--- config.mk ---
export PLATFORM = sky130hd
export DESIGN_NAME = seq_1001_transmitter
export DESIGN_NICKNAME = d
export VERILOG_FILES = /design/src/rtl/seq_1001_transmitter.sv
export SDC_FILE = /design/constraint.sdc
export NUM_CORES = 1
export LEC_CHECK = 0
export BUFFER_PORTS_ARGS = -buffer_cell sky130_fd_sc_hd__buf_2
export CORE_MARGIN = 10
export CORE_UTILIZATION = 50
export DETAILED_ROUTE_END_ITERATION = 6
export MAX_ROUTING_LAYER = met4
export PLACE_DENSITY = 0.73
export SETUP_SLACK_MARGIN = 0.02
export SLEW_MARGIN = 25
export SYNTH_ARGS = -nofsm -noshare
export SYNTH_HDL_FRONTEND = slang
export SYNTH_SLANG_ARGS = --single-unit
--- constraint.sdc ---
create_clock -name clk -period 2.3 [get_ports clk]
set_input_delay 0.345 -clock clk [delete_from_list [all_inputs] [get_ports clk]]
set_output_delay 0.345 -clock clk [all_outputs]
set_load 0.01 [all_outputs]
--- src/rtl/seq_1001_transmitter.sv ---
// Serial pattern transmitter: sends a burst of `count` copies of PATTERN, MSB first, one bit per tick.
// With overlap, the shared end/start bit is sent once between back-to-back patterns.
module seq_1001_transmitter #(
    parameter logic [3:0] PATTERN = 4'b1001,
    parameter int         CNT_W   = 8
) (
    input  logic             clk,
    input  logic             reset,
    input  logic             start,
    input  logic [CNT_W-1:0] count,
    input  logic             overlap,
    input  logic             tick,
    output logic             ready,
    output logic             busy,
    output logic             dout,
    output logic             dout_valid,
    output logic             frame_end,
    output logic             done,
    output logic [CNT_W-1:0] sent_cnt
);

    typedef enum logic [1:0] {
        IDLE,
        SEND,
        DONE
    } state_t;

    localparam logic             SHARED  = (PATTERN[3] == PATTERN[0]);
    localparam logic [CNT_W-1:0] CNT_ONE = CNT_W'(1);

    state_t           state;
    logic [CNT_W-1:0] count_lat;
    logic             overlap_lat;
    logic [1:0]       bit_idx;

    // done is raised as DONE hands back to IDLE, so it follows the last frame_end by one cycle
    always_ff @(posedge clk) begin
        if (!reset) begin
            state       <= IDLE;
            ready       <= 1'b1;
            busy        <= 1'b0;
            dout        <= 1'b0;
            dout_valid  <= 1'b0;
            frame_end   <= 1'b0;
            done        <= 1'b0;
            sent_cnt    <= '0;
            count_lat   <= '0;
            overlap_lat <= 1'b0;
            bit_idx     <= 2'd0;
        end else begin
            dout_valid <= 1'b0;
            frame_end  <= 1'b0;
            done       <= 1'b0;
            case (state)
                IDLE: begin
                    if (start) begin
                        count_lat   <= count;
                        overlap_lat <= overlap;
                        sent_cnt    <= '0;
                        bit_idx     <= 2'd3;
                        ready       <= 1'b0;
                        if (count == '0) begin
                            state <= DONE;
                        end else begin
                            state <= SEND;
                            busy  <= 1'b1;
                        end
                    end
                end
                SEND: begin
                    if (tick) begin
                        dout       <= PATTERN[bit_idx];
                        dout_valid <= 1'b1;
                        if (bit_idx == 2'd0) begin
                            frame_end <= 1'b1;
                            sent_cnt  <= sent_cnt + CNT_ONE;
                            bit_idx   <= (overlap_lat && SHARED) ? 2'd2 : 2'd3;
                            if (sent_cnt == count_lat - CNT_ONE) begin
                                state <= DONE;
                                busy  <= 1'b0;
                            end
                        end else begin
                            bit_idx <= bit_idx - 2'd1;
                        end
                    end
                end
                DONE: begin
                    done  <= 1'b1;
                    ready <= 1'b1;
                    state <= IDLE;
                end
                default: begin
                    state <= IDLE;
                    ready <= 1'b1;
                    busy  <= 1'b0;
                end
            endcase
        end
    end

endmodule

==> results.ini <==
[worst_setup_path]
endpoint_kind=flip-flop
timing.critical_path.from=count_lat[0]
r2r_setup_slack_ps=470
worstSetupStartpointType=flip-flop
timing.critical_path.required_ps=2510
worst_ep_arrival_time_ps=2040
crit_type=reg2reg
regToRegStartpoint=count_lat[0]
capturing_point_of_the_worst_reg2reg_path=state[0]
critical_path.max_fanout=5
timing.reg2reg.worst_path_depth=6

[floorplan]
die-area_sq_um=5250
floorplan.io_pins=27
chip_height_microns=72.4
row_count=18
coreArea_sq_um=2540
initial_core_util=0.540
die_width_microns=72.4

[yosys]
synth.yosys.seq_area_share=0.393
gate_count_of_the_mapped_netlist=159
synth_async_sr_flop_share=0
ys_types=41
post-synth-top-count-cell=dfxtp_1
synth.net_count=175
ys_top_cells_by_count=dfxtp_1, nand2_1, nor2_1
area_share_of_the_leading_cell_type_in_the_synthesized_netlist=0.393
post_synth_instance_area_sq_um=1380
yosys_warnings=0
synth_top_area_cell=dfxtp_1
synth_seq_cells=27
synth-main-ff-cell=dfxtp_1
synth_edf_count=0
netlist_top_cells_area=dfxtp_1, nand2_1, xor2_1, a21boi_0, nor2_1
synthesis.area_per_instance_sq_um=8.65

[sta]
max_freq_mhz=546
setup_tns_ps=0
rsz0062_at_grt=no
maxSlewHeadroom=0.653
post-route-min-period_ps=1830
slew_violations=0
final-setup-viol-count=0
worst-slew-pin-transition_ps=519
hold_violations=0
finClkSkew_ps=9.20
final.period_utilization=0.797

[flow_run]
drv_cap=0

[min_path]
hold_path_class=in2reg
worst_hold_path.endpoint=overlap_lat
holdPathStages=3
hold_path_startpoint=overlap

[run_status]
outcome=finished clean

[detailed_routing]
num_vias=1176
initialDrtViolationCount=68
avgRoutedWirePerCell_microns=14.0
drtAntennaViolNets=0
via_per_inst=5.50
total_routed_wirelength_microns=2990
drt-pass1-iter-count=4
number_of_remaining_drc_errors=0

[final_layout]
area.sequential_sq_um=541
count_of_antenna_diodes_in_the_layout=0
final_net_count=201
area_delta_synth_final_pct=12.1
layout.filler_cells=248
area_used_by_multi_input_combinational_logic_sq_um=779
drive_gt1_frac=0.201
final_area_sq_um=1540

[cts]
clkSlewWorstSetupHoldPaths_ps=150
cts_hold_buf=0
cts_buffers=3
cts_buffer_depth=2
root_buffer=clkbuf_4
cts_resized=0
cts_max_level=1
cts.sink_count=27
post_cts.repair.setup_buffers=0
clkLatencyLatePin_ps=320
tritoncts=yes

[global_routing]
grt_antenna_before_repair=0
number_of_global_route_vias_before_repair=1146
globalRouteTotalUtil=0.120
grt_first_pass_wirelength_microns=5130
globalRouteOverflowTotal=0
grt_max_degree=23

[place]
port_buffer_count=26
place.gp.congestion=0.866
dp_hpwl_microns=2280
place_area_sq_um=1510

[power_and_ir_drop]
power-per-cell-area_nw_per_um2=580
peakVddDrop_v=0.000457
power.static_leakage_uw=0.000648

==> worst max-delay path, cell delays in order (launching register included) <==
cell and delay (ps):
dfxtp_1 380, or4_4 550, nor2_2 120, nand4b_1 110, and3_4 170, a2111oi_4 250, a221oi_1 130
==> kinds of logic (layout without fill, tap and decap cells) <==
family | after synthesis | count (layout) | share of synthesized area
buf+inv | 11 | 36 | 0.0400
flops | 27 | 27 | 0.393
mux | 3 | 3 | 0.0218
fa+ha+maj | 3 | 3 | 0.0273
simple gates | 73 | 73 | 0.273
xor+xnor | 15 | 15 | 0.0955
compound gates | 27 | 27 | 0.149
==> cells in the final DEF (no fill, tap or decap), types with 2 or more instances in the layout <==
master,n
dfxtp_1,27
buf_2,26
nand2_1,24
nor2_1,18
a21boi_0,9
xor2_1,9
xnor2_1,6
inv_1,5
nand3_1,5
a31oi_1,4
and3_1,4
mux2i_1,3
nand4_1,3
o21ai_0,3
ha_1,3
clkbuf_4,3
or4_1,2
a21oi_1,2
nor4b_1,2
and4b_1,2
o21ai_1,2
nor2b_1,2
==> how the worst max path moves through the flow <==
stage                        endpoint  slack [ps]  cells past startpoint
after floorplan              state[0]         620                      6
after global placement           busy         500                      7
after detailed placement         busy         450                      7
after CTS                    state[0]         480                      6
after global routing      sent_cnt[7]         340                      8
final                        state[0]         470                      6
==> layout make-up <==
cell class	count	share of cell area
Clock buffer	3	0.0146
Clock inverter	1	0.00325
Inverter	5	0.0122
Multi-Input combinational cell	121	0.506
Sequential cell	27	0.351
Tap cell	30	0.0244
Timing Repair Buffer	27	0.0893
==> where the power goes <==
part           total [uW]  switching, uW  internal [uW]
clock network         201            136           65.1
registers             518           24.4            494
logic                 174           95.7           78.7
total                 894            256            637
==> routing by layer <==
metal,global-route usage,part of all wire,vias up
li1,-,-,608
met2,0.191,0.47,25
met1,0.148,0.47,541
met4,0.0359,0.0047,0
met3,0.0259,0.055,2
met5,-,0,-
==> per-stage QoR <==
step                power (uW)  setup WS (ps)   util  instances  hold WS, ps
global placement           695            503  0.595        210          446
floorplan                  652            618      -        159          441
detailed placement         703            454  0.595        210          463
CTS                        904            479  0.606        214          242
global route               954            342  0.606        214          269
finish                     894            468  0.606        214          258
==> registers in the layout, indices dropped and copies added, names as in the netlist <==
register,count
done,1
sent_cnt,8
state,2
busy,1
frame_end,1
dout,1
overlap_lat,1
ready,1
dout_valid,1
count_lat,8
bit_idx,2
Note: power is estimated with default switching activity, not from simulation.
